===== src/rtl/l15_store_splitter.sv =====
// l15_store_splitter: splits masked stores into aligned L1.5 chunk requests; L15_SPLIT_STATS_EN adds stat_pkts_o
module l15_store_splitter #(
  parameter int DATA_WIDTH = 64,
  parameter int ADDR_WIDTH = 40,
  parameter int TID_WIDTH = 3
) (
  input  logic                    clk_i,
  input  logic                    rst_i,
  input  logic                    st_valid_i,
  output logic                    st_ready_o,
  input  logic [ADDR_WIDTH-1:0]   st_addr_i,
  input  logic [DATA_WIDTH-1:0]   st_data_i,
  input  logic [DATA_WIDTH/8-1:0] st_be_i,
  output logic                    req_val_o,
  input  logic                    req_ack_i,
  output logic [ADDR_WIDTH-1:0]   req_addr_o,
  output logic [2:0]              req_size_o,
  output logic [63:0]             req_data_o,
  output logic [TID_WIDTH-1:0]    req_tid_o,
  input  logic                    rtrn_val_i,
  input  logic [3:0]              rtrn_type_i,
  input  logic [TID_WIDTH-1:0]    rtrn_tid_i,
`ifdef L15_SPLIT_STATS_EN
  output logic [31:0]             stat_pkts_o,
`endif
  output logic                    busy_o
);
  localparam int NB = DATA_WIDTH / 8;
  localparam int LW = $clog2(NB);
  localparam int NT = 1 << TID_WIDTH;
  localparam logic [1:0] IDLE = 2'd0, SEND = 2'd1, WAIT_TID = 2'd2;

  logic [1:0] state, state_d;
  logic [ADDR_WIDTH-1:LW] base_q;
  logic [DATA_WIDTH-1:0] data_q;
  logic [NB-1:0] mask_q, chunk, mask_left;
  logic [NT-1:0] pool_q, fre, ack_bit, avail;
  logic [TID_WIDTH-1:0] tid_q, nfree;
  logic [LW-1:0] lo;
  logic [7:0] sh_mask, len_mask;
  logic [63:0] sh_data, rep;
  logic [2:0] size;
  logic ack, any_free, unused_addr;

  assign unused_addr = ^st_addr_i[LW-1:0];

  always_comb begin
    lo = '0;
    for (int i = NB - 1; i >= 0; i--) if (mask_q[i]) lo = LW'(i);
  end

  // chunk is the largest aligned power-of-two block fully enabled at the lowest set byte
  assign sh_mask = 8'(mask_q >> lo);
  assign size = (lo[2:0] == 3'd0 && &sh_mask[7:0]) ? 3'd3 :
                (lo[1:0] == 2'd0 && &sh_mask[3:0]) ? 3'd2 :
                (!lo[0] && &sh_mask[1:0]) ? 3'd1 : 3'd0;
  assign len_mask = size == 3'd3 ? 8'hFF : size == 3'd2 ? 8'h0F : size == 3'd1 ? 8'h03 : 8'h01;
  assign chunk = NB'(len_mask) << lo;
  assign mask_left = mask_q & ~chunk;
  assign sh_data = 64'(data_q >> {lo, 3'b000});
  assign rep = size == 3'd3 ? sh_data :
               size == 3'd2 ? {2{sh_data[31:0]}} :
               size == 3'd1 ? {4{sh_data[15:0]}} : {8{sh_data[7:0]}};

  assign ack = (state == SEND) && req_ack_i;
  assign fre = (rtrn_val_i && rtrn_type_i == 4'b0100) ? (pool_q & (NT'(1) << rtrn_tid_i)) : '0;
  assign ack_bit = ack ? (NT'(1) << tid_q) : '0;
  assign avail = (~pool_q | fre) & ~ack_bit;
  assign any_free = |avail;

  always_comb begin
    nfree = '0;
    for (int i = NT - 1; i >= 0; i--) if (avail[i]) nfree = TID_WIDTH'(i);
  end

  always_comb begin
    state_d = state == IDLE ? ((st_valid_i && (|st_be_i)) ? (any_free ? SEND : WAIT_TID) : IDLE) :
              state == SEND ? (!ack ? SEND : !(|mask_left) ? IDLE : any_free ? SEND : WAIT_TID) :
              state == WAIT_TID ? (any_free ? SEND : WAIT_TID) : IDLE;
  end

  always_ff @(posedge clk_i) begin
    if (rst_i) begin
      state <= IDLE;
      base_q <= '0;
      data_q <= '0;
      mask_q <= '0;
      pool_q <= '0;
      tid_q <= '0;
    end else begin
      state <= state_d;
      pool_q <= (pool_q & ~fre) | ack_bit;
      if (state != SEND || ack) tid_q <= nfree;
      if (state == IDLE && st_valid_i) begin
        base_q <= st_addr_i[ADDR_WIDTH-1:LW];
        data_q <= st_data_i;
        mask_q <= st_be_i;
      end else if (ack) begin
        mask_q <= mask_left;
      end
    end
  end

  assign st_ready_o = state == IDLE;
  assign req_val_o = state == SEND;
  assign req_addr_o = req_val_o ? {base_q, lo} : '0;
  assign req_size_o = req_val_o ? size : '0;
  assign req_data_o = req_val_o ? rep : '0;
  assign req_tid_o = req_val_o ? tid_q : '0;
  assign busy_o = (state != IDLE) || (|pool_q);

`ifdef L15_SPLIT_STATS_EN
  always_ff @(posedge clk_i) begin
    if (rst_i) stat_pkts_o <= '0;
    else if (ack && !(&stat_pkts_o)) stat_pkts_o <= stat_pkts_o + 32'd1;
  end
`endif
endmodule

===== config.mk =====
export PLATFORM = sky130hd
export DESIGN_NAME = l15_store_splitter
export DESIGN_NICKNAME = d
export VERILOG_FILES = /design/src/rtl/l15_store_splitter.sv
export SDC_FILE = /design/constraint.sdc
export NUM_CORES = 1
export LEC_CHECK = 0
export BUFFER_PORTS_ARGS = -buffer_cell sky130_fd_sc_hd__buf_2
export CORE_UTILIZATION = 57
export DETAILED_ROUTE_END_ITERATION = 10
export PLACE_DENSITY_LB_ADDON = 0.3
export SETUP_SLACK_MARGIN = 0.4
export SLEW_MARGIN = 20
export SYNTH_ARGS = -nofsm -noshare
export SYNTH_HDL_FRONTEND = slang
export SYNTH_SLANG_ARGS = --single-unit

===== constraint.sdc =====
create_clock -name clk_i -period 7.6 [get_ports clk_i]
set_input_delay 1.52 -clock clk_i [delete_from_list [all_inputs] [get_ports clk_i]]
set_output_delay 1.52 -clock clk_i [all_outputs]
set_load 0.01 [all_outputs]

# Word level (Yosys, flattened, before mapping)
# Cells that the tools add are included.
[totals]
reg_bits = 122
input_bits = 124
wordCells = 90
[classes]
eq_ne = 7
shifts = 5
mux = 40
n_bitwise = 10
n_reduce_logical = 22
[ops]
columns = ["op", "count"]
rows = [
  ["2-to-1 mux 64 bit", 4],
  ["right shift 64 x 6 -> 64 bit", 1],
  ["2-to-1 mux 3 bit", 17],
  ["2-to-1 mux 40 bit", 1],
  ["2-to-1 mux 8 bit", 5],
  ["bitwise AND 8 bit", 4],
  ["inverter 8 bit", 4],
  ["OR reduction 8 bit", 4],
  ["2-to-1 mux 2 bit", 11],
  ["bitwise OR 8 bit", 2],
  ["<< shifter 1 x 3 -> 8 bit (first input constant)", 2],
  ["AND reduction 8 bit", 1],
  ["<< shifter 8 x 3 -> 8 bit", 1],
  ["right shift 8 x 3 -> 8 bit", 1],
  ["logical AND 1 bit", 7],
  ["equality test 2 bit (second input constant)", 3],
  ["equality test 2 x 1 -> 1 bit (second input constant)", 2],
  ["equality test 4 x 3 -> 1 bit (second input constant)", 1],
  ["logical NOT 2 bit", 2],
  ["2-to-1 mux 4 bit", 1],
  ["AND reduction 4 bit", 1],
  ["nonzero test 2 bit", 2],
  ["logical NOT 3 bit", 1],
  ["logical OR 1 bit", 2],
  ["4 further kinds", 4],
]

# Depth between registers and ports, before layout
# Gate-level depths: netlist of the first run.
[logic_depth]
ltp_word = 26
ltp_mapped = 12
ltp_nobuf = 7

# Worst setup path before layout of the first run
# Ideal clock, no wire load.
[synth_timing]
path_type = "reg-to-output"
from = "register mask_q[4]"
to = "output req_data_o[61]"
arrival_time_ns = 2.354
required_ns = 6.080
slack_ns = 3.726
stages_incl_launch_ff = 11
cell_sequence = "dfxtp_1 -> buf_2 -> o31a_1 -> or2_1 -> buf_2 -> buf_6 -> buf_2 -> a31oi_1 -> mux2i_1 -> a22o_1 -> nor4_1"
[synth_via]
elab_chain_cells = 16
word_cells_on_any_way = 26
cone_classes = "eq/ne: 3; shift: 2; mux: 12; reduce/logical: 9"
[synth_rtl]
columns = ["item", "line_no", "rtl"]
rows = [
  ["from (decl)", "36", "logic [NB-1:0] mask_q, chunk, mask_left;"],
  ["from (signal assigned)", "97", "mask_q <= st_be_i;"],
  ["from (signal assigned)", "99", "mask_q <= mask_left;"],
  ["2-to-1 mux 3 bit (5 in a row)", "49", "for (int i = NB - 1; i >= 0; i--) if (mask_q[i]) lo = LW'(i);"],
  ["right shift 8 x 3 -> 8 bit", "53", "assign sh_mask = 8'(mask_q >> lo);"],
  ["AND reduction 2 bit", "56", "(!lo[0] && &sh_mask[1:0]) ? 3'd1 : 3'd0;"],
  ["logical AND 1 bit", "56", ""],
  ["2-to-1 mux 1 bit", "56", ""],
  ["2-to-1 mux 2 bit", "55", "(lo[1:0] == 2'd0 && &sh_mask[3:0]) ? 3'd2 :"],
  ["2-to-1 mux 2 bit", "54", "assign size = (lo[2:0] == 3'd0 && &sh_mask[7:0]) ? 3'd3 :"],
  ["equality test 2 x 1 -> 1 bit", "63", "size == 3'd1 ? {4{sh_data[15:0]}} : {8{sh_data[7:0]}};"],
  ["2-to-1 mux 64 bit", "63", ""],
  ["2-to-1 mux 64 bit", "62", "size == 3'd2 ? {2{sh_data[31:0]}} :"],
  ["2-to-1 mux 64 bit *", "61", "assign rep = size == 3'd3 ? sh_data :"],
  ["2-to-1 mux 64 bit *", "108", "assign req_data_o = req_val_o ? rep : '0;"],
  ["to (decl)", "18", "output logic [63:0] req_data_o,"],
]
# Mark *: on every way between the ends. The rest lies on a longest branch, timed or not.

# Worst setup path in the final report of the first run
[layout_timing]
from = "register mask_q[3]"
to = "output req_data_o[56]"
[layout_via]
elab_chain_cells = 15
word_cells_on_any_way = 25
cone_classes = "eq/ne: 3; shift: 2; mux: 11; reduce/logical: 9"
[layout_rtl]
columns = ["item", "line_no"]
rows = [
  ["2-to-1 mux 3 bit (4 in a row)", "49"],
  ["right shift 8 x 3 -> 8 bit", "53"],
  ["AND reduction 2 bit", "56"],
  ["logical AND 1 bit", "56"],
  ["2-to-1 mux 1 bit", "56"],
  ["2-to-1 mux 2 bit", "55"],
  ["2-to-1 mux 2 bit", "54"],
  ["equality test 2 x 1 -> 1 bit", "63"],
  ["2-to-1 mux 64 bit", "63"],
  ["2-to-1 mux 64 bit", "62"],
  ["2-to-1 mux 64 bit *", "61"],
  ["2-to-1 mux 64 bit *", "108"],
]
# Marks and branches as above.

==> flow_summary.toml, run 1 <==
[die]
placementRows = 42
top_level_ports = 237
die_x_um = 120
start_util_pct = 59.0
core_area_mm2 = 0.0134
dieArea_mm2 = 0.0143
die_h_um = 120

[sta]
worst_slew_pin_slew_ns = 1.05
period_needed_ns = 5.71
max_freq_mhz = 175
fin_crit_sh_pct = 75.1
rsz0062_at_grt = "no"
fin_skew_ns = 0.0145
slew_headroom_pct = 29.8
timing.hold.ws_ns = 0.448
slew_viol_final = 0
finalHoldViolations = 0
fin_setup_tns_ns = 0
report.final.setup_viol = 0

[worst_setup_path]
crit_chain = "nor2_1 -> o31a_1 -> or2_1 -> buf_4 -> mux4_2 -> mux2i_1 -> a22o_1 -> nor4_1 -> buf_2"
cp-start-kind = "register"
critPathSlowestCell = "or2_1"
critPathMaxStageDelay_ns = 0.69
cp_max_fo = 22
critPathArrivalTime_ns = 4.19
critPathCaptureType = "output pin"
worstPathRequired_ns = 6.08
worstSetupPathType = "reg -> out"

[global_route]
track_usage_pct = 34.7
grt_pass1_vias = 7703
gr-total-overflow = 0
grt_first_pass_wirelength_um = 39200
antenna_found_initial = 2
grt_max_degree = 110

[cts]
clk_latency_ns = 0.42
cts_max_path_buffers = 2
cts_resized = 0
cts_tree = "built"
cts_made_buffers = 17
cts.sinks = 122
ctsRootBufferMaster = "clkbuf_16"
hold_buffers = 0
cts_setup_buffers = 0
ctsHtreeMaxLevel = 4
path_clk_slew_ns = 0.05

[placement]
io_buffers = 232
hpwl_um = 17300
gp_congestion = 0.955

[pwr]
p_sw_share_pct = 32.7
powerDensity_mw_per_mm2 = 233
power_frac_seq_pct = 32.7
p_total_w = 0.00225
power.switching_w = 0.000734
p_clk_share_pct = 39.2
p_comb_share_pct = 28.1
vdd_drop_max_mv = 0.163
p_leak_nw = 4.17
intPower_w = 0.00151

[synth]
ys_seq_elements = 122
synth.distinct_cells = 73
netlist_instances = 1041
ys_seq_area_share_pct = 30.9
synth_edf_count = 0
synth_area_mm2 = 0.00790
async_flop_share_pct = 0
synth_top_area_share_pct = 30.9
synth_nets = 1165
synth.avg_cell_area_um2 = 7.59
synth_area_leader_cell = "dfxtp_1"
synth_area_leaders = "dfxtp_1 31%, nand2_1 12%, a21oi_1 9.9%, mux4_2 8.6%, a211oi_1 4.8%"
yosys_warnings = 0
synth_ff_type = "dfxtp_1"

[routing]
num_vias = 8556
routed_wl_um = 25000
postRouteAntennaNets = 0
drcViolationCount = 0
drtPass1Iterations = 5
routed_via_density = 6.11
drtIter0Drc = 987
avgRoutedWirePerCell_um = 17.9

[status]
status = "finished clean"

[finish]
final_common_cell = "nand2_1"
drive_above_1_share_pct = 26.7
fillCellCount = 1099
final_nets = 1333
syn2layout_area_growth_pct = 22.0
layout_common_cells = "244 x nand2_1, 231 x buf_2, 157 x a21oi_1, 122 x dfxtp_1, 56 x nor2_1"

[job]
drv_cap = 0

[min_path]
min_path_type = "reg -> reg"
power by group through the flow:
stage               Sequential (W)  Clock (W)  Combinational, W
finish                    0.000735   0.000882          0.000631
global route              0.000739   0.000920          0.000681
CTS                       0.000731   0.000893          0.000614
detailed placement        0.000744          0          0.000611
global placement          0.000742          0          0.000603
floorplan                 0.000721          0          0.000464
critical path: cells and delay by family (launching register included):
kind            cells  cell delay, ns
compound gates      2            0.76
buf+inv             2            0.56
flops               1            0.45
mux                 2            1.01
simple gates        3            0.99
cells in the mapped netlist, drive strengths merged (3+ instances only):
library cell  instances
or4                   3
mux2i                27
o32a                  4
a21oi               157
nor4                 11
clkbuf               59
inv                   5
nor2b                10
dfxtp               122
nand2               247
a22oi                10
or2                   4
nor3                  6
nand2b                6
o41ai                 3
nand4                 3
nand3                21
o211a                 3
o2bb2ai               6
a22o                  4
buf                  37
a31oi                13
and2                 45
o21ai                24
a211oi               50
and3                 28
a21boi                4
nor2                 58
o221a                 4
or3                   3
mux4                 30
final timing paths:
kind                            startpoint  depth (start not counted)  slack, ns             end
worst max-delay path             mask_q[3]                          9       1.89  req_data_o[56]
worst min-delay path            base_q[13]                          2       0.45      base_q[13]
worst max register to register   mask_q[0]                          7       4.26        state[0]
worst min register to register  base_q[13]                          2       0.45      base_q[13]
layer usage:
metal  track usage (%)  wire length, µm  part of all wire, %
met1              44.9            10000                   40
met2              51.0            10900                   43
met3              13.1             3290                   13
met4              15.8              813                  3.3
met5                 0                0                    0
sequential cells by signal (all words and copies together) (netlist names):
register and count:
base_q 37, data_q 64, mask_q 8, tid_q 3, state 2, pool_q 8
through the flow:
step                      instances  cell area, µm²  setup WS, ns  util (%)
after floorplan                1041            7900          3.73         -
after global placement         1365            8960          2.50      66.9
after detailed placement       1365            8960          2.44      66.9
after CTS                      1397            9610          1.99      71.7
after global routing           1400            9640          1.61      72.0
final                          1400            9640          1.89      72.0
final cells by class:
type	count	area, µm²	share of cell area, %
tap	176	220	2.28
multi-input combinational	818	5020	52.1
timing repair buffer	245	1280	13.3
inverter	5	18.8	0.195
clock inverter	14	221	2.30
antenna	2	5.00	0.0519
clock buffer	18	429	4.45
sequential	122	2440	25.3
kinds of logic (layout without fill, tap and decap cells):
| group | Yosys count | after routing | synth area share [%] |
|---|---|---|---|
| muxes | 58 | 58 | 12.6 |
| and+or+nand+nor | 455 | 455 | 26.7 |
| other | 1 | 3 | 0.0475 |
| DFF | 122 | 122 | 30.9 |
| AOI/OAI and AO/OA | 304 | 304 | 24.1 |
| buffers and inverters | 101 | 282 | 5.65 |
No activity file was read; power rests on OpenSTA's default activity.
==> run 2: changes to the inputs <==
Settings changed: CORE_UTILIZATION 57 to 53.
Clock period 7.6 ns to 5.4 ns, I/O delays scaled along.
==> flow_summary.toml, run 2 (synthesis gave the netlist of run 1 again) <==
[worst_setup_path]
reg2reg_depth = 9
worstPathRequired_ns = 4.32
r2r_start = "state[0]"
crit_start = "mask_q[6]"
critPathCaptureType = "output pin"
timing.rr.end = "mask_q[4]"
cp_max_fo = 15
worstSetupPathType = "reg -> out"
rrSetupSlack_ns = 2.45
cp-start-kind = "register"
critPathArrivalTime_ns = 3.76

[finish]
drive_above_1_share_pct = 27.4
syn2layout_area_growth_pct = 22.2
fin_cells = 1417
largest_reg_flops = 64
fillCellCount = 1306
finalInstanceArea_mm2 = 0.00965
reg.largest.list = "data_q (64), base_q (37)"
final_nets = 1340
layout_common_cells = "244 x nand2_1, 231 x buf_2, 157 x a21oi_1, 122 x dfxtp_1, 55 x nor2_1"
final_common_cell = "nand2_1"
regMostFlops = "data_q"
finish.utilization_pct = 66.4

[global_route]
antenna_found_initial = 4
grt_pass1_vias = 7198
grt_first_pass_wirelength_um = 38100
track_usage_pct = 32.3
gr-total-overflow = 0
grt_max_degree = 102

[placement]
dpl_cell_area_mm2 = 0.00903
hpwl_um = 17900
gp_congestion = 0.968
io_buffers = 232
dpl.cell_count = 1381
post-place-ws_ns = 1.08

[cts]
cts.sinks = 122
ctsHtreeMaxLevel = 4
ctsRootBufferMaster = "clkbuf_16"
path_clk_slew_ns = 0.06
cts_made_buffers = 17
cts_max_path_buffers = 2
cts_setup_buffers = 0
cts_tree = "built"
clk_latency_ns = 0.41

[routing]
postRouteAntennaNets = 0
routed_via_density = 6.01
wl_met1_um = 10800
avgRoutedWirePerCell_um = 17.7
drtIter0Drc = 859
drtPass1Iterations = 5
route.met2.wl_um = 10900
met3WireLength_um = 2950
drcViolationCount = 0
num_vias = 8522
maxUsedRoutingLayer = "met5"
routed_wl_um = 25000

[min_path]
min_path_type = "reg -> reg"
hp-start = "base_q[7]"
hold_path_end = "base_q[7]"
hold_depth = 2

[sta]
max_freq_mhz = 206
setup_ws_ns = 0.555
period_needed_ns = 4.84
fin_crit_sh_pct = 89.7
fin_skew_ns = 0.00716
worst_slew_pin_slew_ns = 1.08
finalHoldViolations = 0
fin_setup_tns_ns = 0
rsz0062_at_grt = "no"
report.final.setup_viol = 0
slew_viol_final = 0
slew_headroom_pct = 28.1

[pwr]
p_leak_nw = 4.17
powerDensity_mw_per_mm2 = 319
vdd_drop_max_mv = 0.242

[job]
drv_cap = 0

[status]
status = "finished clean"

[die]
core_area_mm2 = 0.0145
start_util_pct = 54.4
dieArea_mm2 = 0.0154
top_level_ports = 237
die_x_um = 124
die_h_um = 124
placementRows = 44
==> run 2: cell count changes in the layout (fill, tap and decap cells not counted), sizes merged <==
cell / before / now
clkinv: 5 / 6
bufinv: 5 / 3
clkinvlp: 3 / 4
diode: 2 / 4
buf: 245 / 252
==> run 2: worst max path at each step <==
stage                           to  slack [ns]  cells past startpoint
floorplan           req_data_o[61]        1.97                     10
global placement    req_data_o[44]        1.07                      9
detailed placement  req_data_o[62]        1.08                      9
CTS                 req_data_o[43]        0.62                      9
global route        req_data_o[57]        0.42                      9
finish              req_data_o[56]        0.56                      9
==> run 2: timing repair <==
item	CTS	global route
resized for setup	0	4
hold buffers	0	0
setup endpoints to repair	0	43
endpoints found under the hold margin	0	0
==> run 2: power breakdown <==
part	total [W]	internal (W)	switching, W
combinational	0.000894	0.000355	0.000539
clock	0.00115	0.000727	0.000424
sequential	0.00103	0.000961	0.0000730
total	0.00308	0.00204	0.00104
==> run 2: per-layer routing <==
| layer | vias to the layer above | track usage (%) |
|---|---|---|
| li1 | 4087 | - |
| met1 | 3901 | 44.8 |
| met2 | 494 | 47.4 |
| met3 | 38 | 11.2 |
| met4 | 2 | 8.41 |
| met5 | - | 0 |
==> run 2: final cells by class <==
class / instances / area [µm²] / share of cell area (%)
clock buffers: 18 / 429 / 4.45
clock inverters: 14 / 174 / 1.80
flip-flops and latches: 122 / 2440 / 25.3
repair buffers: 252 / 1310 / 13.6
diodes: 4 / 10.0 / 0.104
multi-input cells: 818 / 5030 / 52.2
well taps: 184 / 230 / 2.39
inverters: 5 / 18.8 / 0.194
==> run 2: worst max-delay path, cell delays in order, from the launching register on <==
cell	delay, ns
dfxtp_1	0.50
nor2b_1	0.12
o311a_1	0.50
nor2_2	0.59
buf_4	0.33
mux4_2	0.32
mux2i_1	0.45
a22o_1	0.29
nor4_1	0.08
buf_2	0.17
==> run 2: per-stage QoR <==
stage / hold WS (ns) / power (W)
after floorplan: 0.432 / 0.00167
after global placement: 0.437 / 0.00191
after detailed placement: 0.442 / 0.00192
after CTS: 0.450 / 0.00307
after global routing: 0.467 / 0.00322
final: 0.447 / 0.00308
